===== src/rtl/triangle_list_if.sv =====
// Triangle list bus: write port, list control, readout handshake and status.
interface triangle_list_if #(
   parameter int WI    = 8,
   parameter int WF    = 8,
   parameter int DEPTH = 16
) ();
   localparam int AW = (DEPTH > 1) ? $clog2(DEPTH) : 1;

   logic                            list_w;
   logic [2:0][2:0][WI+WF-1:0]      orig_triangle_in;
   logic                            list_clear;
   logic                            frame_start;
   logic                            tri_ready;
   logic [2:0][2:0][WI+WF-1:0]      tri_out;
   logic                            tri_valid;
   logic                            frame_done;
   logic [AW:0]                     tri_count;
   logic                            full;
   logic                            overflow;

   modport master (
      output list_w, orig_triangle_in, list_clear, frame_start, tri_ready,
      input  tri_out, tri_valid, frame_done, tri_count, full, overflow
   );

   modport slave (
      input  list_w, orig_triangle_in, list_clear, frame_start, tri_ready,
      output tri_out, tri_valid, frame_done, tri_count, full, overflow
   );
endinterface


===== src/rtl/triangle_list.sv =====
// Triangle list: stores up to DEPTH triangles in write order and replays them
// downstream one pass per frame_start with a valid/ready handshake.
// Optional macro TRI_LIST_SKIP_DEGENERATE_EN drops triangles that have two
// bit-identical vertices at write time.
module triangle_list #(
   parameter int WI    = 8,
   parameter int WF    = 8,
   parameter int DEPTH = 16
) (
   input  logic            Clk,
   input  logic            Reset,
   triangle_list_if.slave  bus
);
   localparam int W  = WI + WF;
   localparam int AW = (DEPTH > 1) ? $clog2(DEPTH) : 1;

   typedef enum logic [1:0] {IDLE, FETCH, PRESENT, DONE} state_t;

   state_t                   state_q, state_d;
   logic [2:0][2:0][W-1:0]   mem [DEPTH];
   logic [2:0][2:0][W-1:0]   tri_out_q;
   logic [AW:0]              cnt_q;
   logic [AW:0]              frame_len_q;
   logic [AW:0]              last_idx;
   logic [AW-1:0]            idx_q;
   logic                     overflow_q;
   logic                     full;
   logic                     degen;
   logic                     wr_en;
   logic                     last;

   assign full     = (cnt_q == (AW+1)'(DEPTH));
   assign last_idx = frame_len_q - (AW+1)'(1);
   assign last     = ({1'b0, idx_q} == last_idx);

`ifdef TRI_LIST_SKIP_DEGENERATE_EN
   assign degen = (bus.orig_triangle_in[0] == bus.orig_triangle_in[1]) ||
                  (bus.orig_triangle_in[0] == bus.orig_triangle_in[2]) ||
                  (bus.orig_triangle_in[1] == bus.orig_triangle_in[2]);
`else
   assign degen = 1'b0;
`endif

   assign wr_en = bus.list_w && !bus.list_clear && !full && !degen;

   assign bus.tri_out    = tri_out_q;
   assign bus.tri_valid  = (state_q == PRESENT);
   assign bus.frame_done = (state_q == DONE);
   assign bus.tri_count  = cnt_q;
   assign bus.full       = full;
   assign bus.overflow   = overflow_q;

   // Storage array; contents are don't-care until written.
   always_ff @(posedge Clk) begin
      if (wr_en)
         mem[cnt_q[AW-1:0]] <= bus.orig_triangle_in;
   end

   // Fill count and sticky overflow; clear outranks any write.
   always_ff @(posedge Clk or posedge Reset) begin
      if (Reset) begin
         cnt_q      <= '0;
         overflow_q <= 1'b0;
      end else if (bus.list_clear) begin
         cnt_q      <= '0;
         overflow_q <= 1'b0;
      end else if (bus.list_w && !degen) begin
         if (full)
            overflow_q <= 1'b1;
         else
            cnt_q <= cnt_q + (AW+1)'(1);
      end
   end

   // Readout state register.
   always_ff @(posedge Clk or posedge Reset) begin
      if (Reset)
         state_q <= IDLE;
      else
         state_q <= state_d;
   end

   // Readout next-state; list_clear returns to Idle from anywhere.
   always_comb begin
      state_d = state_q;
      unique case (state_q)
         IDLE:    if (bus.frame_start) state_d = (cnt_q != '0) ? FETCH : DONE;
         FETCH:   state_d = PRESENT;
         PRESENT: if (bus.tri_ready) state_d = last ? DONE : FETCH;
         DONE:    state_d = IDLE;
         default: state_d = IDLE;
      endcase
      if (bus.list_clear)
         state_d = IDLE;
   end

   // Pass bookkeeping and output register; frame length is frozen at
   // frame_start so writes during a pass do not extend it.
   always_ff @(posedge Clk or posedge Reset) begin
      if (Reset) begin
         idx_q       <= '0;
         frame_len_q <= '0;
         tri_out_q   <= '0;
      end else if (!bus.list_clear) begin
         if (state_q == IDLE && bus.frame_start) begin
            frame_len_q <= cnt_q;
            idx_q       <= '0;
         end
         if (state_q == FETCH)
            tri_out_q <= mem[idx_q];
         if (state_q == PRESENT && bus.tri_ready && !last)
            idx_q <= idx_q + AW'(1);
      end
   end
endmodule


===== src/flat_wrapper.sv =====
// flat-port wrapper written by rule: the top's interface ports become plain ports
module triangle_list_flat 
#(
   parameter int WI    = 8,
   parameter int WF    = 8,
   parameter int DEPTH = 16
)
  (Clk, Reset, bus_list_w, bus_orig_triangle_in, bus_list_clear, bus_frame_start, bus_tri_ready, bus_tri_out, bus_tri_valid, bus_frame_done, bus_tri_count, bus_full, bus_overflow);
  triangle_list_if #(.WI(WI), .WF(WF), .DEPTH(DEPTH)) bus_i ();
  input  logic Clk;
  input  logic Reset;
  input wire logic [$bits(bus_i.list_w)-1:0] bus_list_w;
  input wire logic [$bits(bus_i.orig_triangle_in)-1:0] bus_orig_triangle_in;
  input wire logic [$bits(bus_i.list_clear)-1:0] bus_list_clear;
  input wire logic [$bits(bus_i.frame_start)-1:0] bus_frame_start;
  input wire logic [$bits(bus_i.tri_ready)-1:0] bus_tri_ready;
  output wire logic [$bits(bus_i.tri_out)-1:0] bus_tri_out;
  output wire logic [$bits(bus_i.tri_valid)-1:0] bus_tri_valid;
  output wire logic [$bits(bus_i.frame_done)-1:0] bus_frame_done;
  output wire logic [$bits(bus_i.tri_count)-1:0] bus_tri_count;
  output wire logic [$bits(bus_i.full)-1:0] bus_full;
  output wire logic [$bits(bus_i.overflow)-1:0] bus_overflow;
  assign bus_i.list_w = bus_list_w;
  assign bus_i.orig_triangle_in = bus_orig_triangle_in;
  assign bus_i.list_clear = bus_list_clear;
  assign bus_i.frame_start = bus_frame_start;
  assign bus_i.tri_ready = bus_tri_ready;
  assign bus_tri_out = bus_i.tri_out;
  assign bus_tri_valid = bus_i.tri_valid;
  assign bus_frame_done = bus_i.frame_done;
  assign bus_tri_count = bus_i.tri_count;
  assign bus_full = bus_i.full;
  assign bus_overflow = bus_i.overflow;
  triangle_list #(.WI(WI), .WF(WF), .DEPTH(DEPTH)) u_core (.Clk(Clk), .Reset(Reset), .bus(bus_i));
endmodule

===== config.mk =====
export PLATFORM = sky130hd
export DESIGN_NAME = triangle_list_flat
export DESIGN_NICKNAME = d
export VERILOG_FILES = /design/src/rtl/triangle_list_if.sv /design/src/rtl/triangle_list.sv /design/src/flat_wrapper.sv
export SDC_FILE = /design/constraint.sdc
export NUM_CORES = 2
export LEC_CHECK = 0
export CORE_MARGIN = 2
export CORE_UTILIZATION = 55
export CTS_CLUSTER_DIAMETER = 150
export DETAILED_ROUTE_END_ITERATION = 8
export GPL_TIMING_DRIVEN = 0
export PLACE_DENSITY = 0.84
export RECOVER_POWER = 50
export SYNTH_ARGS = -nofsm -noshare
export SYNTH_HDL_FRONTEND = slang
export SYNTH_SLANG_ARGS = --single-unit

===== constraint.sdc =====
create_clock -name Clk -period 12 [get_ports Clk]
set_input_delay 1.2 -clock Clk [delete_from_list [all_inputs] [get_ports Clk]]
set_output_delay 1.2 -clock Clk [all_outputs]
set_load 0.005 [all_outputs]

==> results by group <==
Final layout
  – Design Area, Final: 110,000 sq um
  – Nets: 4,990
  – Multi-input logic area: 18,700 sq um
  – Register area: 73,200 sq um
  – Area growth, synth to finish: 17.7%
  – Fill cells: 9,753
  – Layout cells sized above 1: 24.4%

Synthesis
  – Mapped cell area: 93,100 sq um
  – Fraction of registers with async set/reset: 6.53%
  – Yosys top cell by area: edfxtp_1
  – Sequential-to-total area share from yosys stat: 78.6%
  – Library cells used by synthesis: 43
  – Top FF cell, synth: edfxtp_1
  – Synth Instances: 4,178
  – Mapped Nets: 4,334
  – Count leader, synth: edfxtp_1
  – Yosys top cell area share: 74.3%
  – Yosys reg bits: 2,465
  – Top post-synthesis cells by count: edfxtp_1 (2,304), mux4_2 (558), mux2i_1 (224), dfrtp_1 (161), a21oi_1 (157)
  – Mean Syn Cell Area: 22.3 sq um
  – Post-synth EDFFs: 2,304
  – Synth top area cells: edfxtp_1 (74%), mux4_2 (13%), dfrtp_1 (4.3%), mux2i_1 (2.4%), a21oi_1 (0.84%)
  – Synth warnings: 0

CTS
  – CTS Hold Bufs: 0
  – CTS resizes: 0
  – Maximum buffer depth of the clock tree: 3
  – Setup bufs post-CTS: 0
  – CTS root buf: clkbuf_16
  – Clk slew on worst S/H paths: 60 ps
  – CTS sink cnt: 2,465
  – CTS buffer count: 223
  – Worst-Skew Late Latency: 880 ps
  – CTS tree: done
  – H-tree levels: 4

Timing
  – Final Hold Fails: 0
  – Max frequency: 139 MHz
  – Final Setup Violations: 0
  – Slew headroom: -239%
  – Max-slew violation count: 169
  – Post-route clock period utilization: 60.0%
  – Unrepaired setup endpoints after global routing: no
  – Worst slew pin tran: 5080 ps
  – Clk_skew: 37.1 ps
  – Setup tns final: 0 ps
  – Fin crit period: 7200 ps

GRT
  – Grt ovf: 0
  – Initial antenna violation count: 63
  – Vias in the first global route: 51,500
  – First-pass GRT wire length: 378 mm
  – Largest net degree at the start of global routing: 65
  – GRT Util Overall: 31.1%

Drt
  – Routed vias/inst: 6.90
  – Detailed Route Iter0 Violations: 7,925
  – Final ANT Viol Nets: 0
  – DRC Markers: 0
  – Post-Route WL: 270 mm
  – Drt pass-1 iters: 8
  – Wire per inst: 37.0 um
  – Routed vias: 50,200

Job
  – # Max-Cap Violations: 6

Power and ir drop
  – Peak supply drop: 0.000144 V
  – P_leak: 35.8 nW
  – Total power draw: 21.1 mW
  – Cell Pwr Density: 193 nW/um^2

Worst setup path
  – Kind of critical path: in -> async
  – CP Max Fanout: 64
  – Critical Path Start Type: input port
  – CP Data Arrival Time: 6940 ps
  – Critical Path End Type: asynchronous set/reset pin
  – WP data required: 11,740 ps

Floorplanning
  – Die X: 415 um
  – Initial Utilization: 55.5%
  – Die Height: 415 um
  – Die ar.: 173,000 sq um
  – Row cnt: 150
  – I/O pin cnt: 303
  – Core ar.: 168,000 sq um

Placement
  – Port bufs: 302
  – Placed Area: 102,000 sq um
  – Dpl hpwl: 158 mm
  – Routability cong.: 0.806

Status
  – Run status: finished, violations left
  – Failing checks: capacitance limit, slew limit

Worst hold path
  – Worst Hold Class: reg -> reg
## metal layers
| layer | wire [um] | track usage, % |
|---|---|---|
| met4 | 20000 | 21.2 |
| met5 | 87 | 0 |
| met2 | 134000 | 51.1 |
| met3 | 30100 | 7.27 |
| met1 | 84900 | 36.7 |
## sequential cells by signal (all words and copies together), names as in the netlist
name and flops:
u_core.state_q 2, u_core.frame_len_q 5, u_core.bus.tri_out 144, u_core.idx_q 4, u_core.mem 2304, u_core.bus.tri_count 5
u_core.bus.overflow 1
## report_power, final
group          switching (mW)  total [mW]  internal, mW  leakage (nW)
sequential              0.332        10.0          9.70          22.8
combinational            1.79        3.51          1.71          9.17
clock                    3.23        7.56          4.33          3.81
## cell usage in the layout (no fill, tap or decap), types with 30 or more instances in the layout
| cell type | count |
|---|---|
| nand2_1 | 123 |
| a21oi_1 | 157 |
| o21ai_0 | 111 |
| buf_2 | 79 |
| dfrtp_1 | 161 |
| nor2_1 | 110 |
| clkbuf_16 | 226 |
| clkbuf_1 | 123 |
| edfxtp_1 | 2304 |
| clkdlybuf4s50_1 | 155 |
| diode_2 | 45 |
| buf_16 | 46 |
| clkinv_1 | 30 |
| a221o_1 | 35 |
| mux4_2 | 558 |
| buf_12 | 61 |
| mux2_2 | 40 |
| clkinv_2 | 48 |
| bufinv_16 | 34 |
| mux2i_1 | 224 |
| nor3_1 | 38 |
| buf_4 | 37 |
| dlygate4sd3_1 | 147 |
## stage by stage
stage	hold slack [ps]	setup WS [ps]	cells	utilization (%)
finish	498	4800	7283	65.4
global route	530	4160	7277	65.4
CTS	502	7510	7238	65.4
detailed placement	488	6710	6813	60.8
global placement	476	-5050	6684	59.0
floorplan	485	3440	4178	-
## area by class of cell
type | instances | area share, %
inverter | 7 | 0.0263
buffer | 225 | 1.09
clock inverter | 137 | 1.51
clock buffer | 288 | 5.57
sequential | 2465 | 66.8
tap | 2204 | 2.52
timing repair buffer | 431 | 5.28
multi-input combinational | 1481 | 17.1
antenna | 45 | 0.103
## critical path, stage by stage
cell,delay [ps]
dlygate4sd3_1,560
clkinvlp_2,1410
clkbuf_1,3620
## path summary, 6_finish.rpt
path                                           end  slack (ps)  cells past startpoint                   start
setup / recovery            u_core.bus.tri_out[29]        4800                      3                   Reset
hold / removal              u_core.bus.tri_out[57]         500                      2  u_core.bus.tri_out[57]
setup reg to reg            u_core.bus.tri_out[58]        6780                      9         u_core.idx_q[0]
hold reg to reg             u_core.bus.tri_out[57]         500                      2  u_core.bus.tri_out[57]
max in group Clk                  u_core.mem[4][2]        6720                      7          bus_list_clear
min in group asynchronous  u_core.bus.tri_out[131]        1450                      2                   Reset
## logic make-up (layout without fill, tap and decap cells)
logic type | Yosys count | after routing | share of synthesized area, %
DFF | 2465 | 2465 | 78.6
muxes | 824 | 824 | 16.4
AOI/OAI and AO/OA | 333 | 333 | 2.04
and+or+nand+nor | 309 | 309 | 1.38
buffers and inverters | 232 | 1088 | 1.36
xor gates and xnor gates | 9 | 9 | 0.0847
adders and majority gates | 6 | 6 | 0.0806
other | 0 | 45 | 0
No activity file was read; power rests on OpenSTA's default activity.
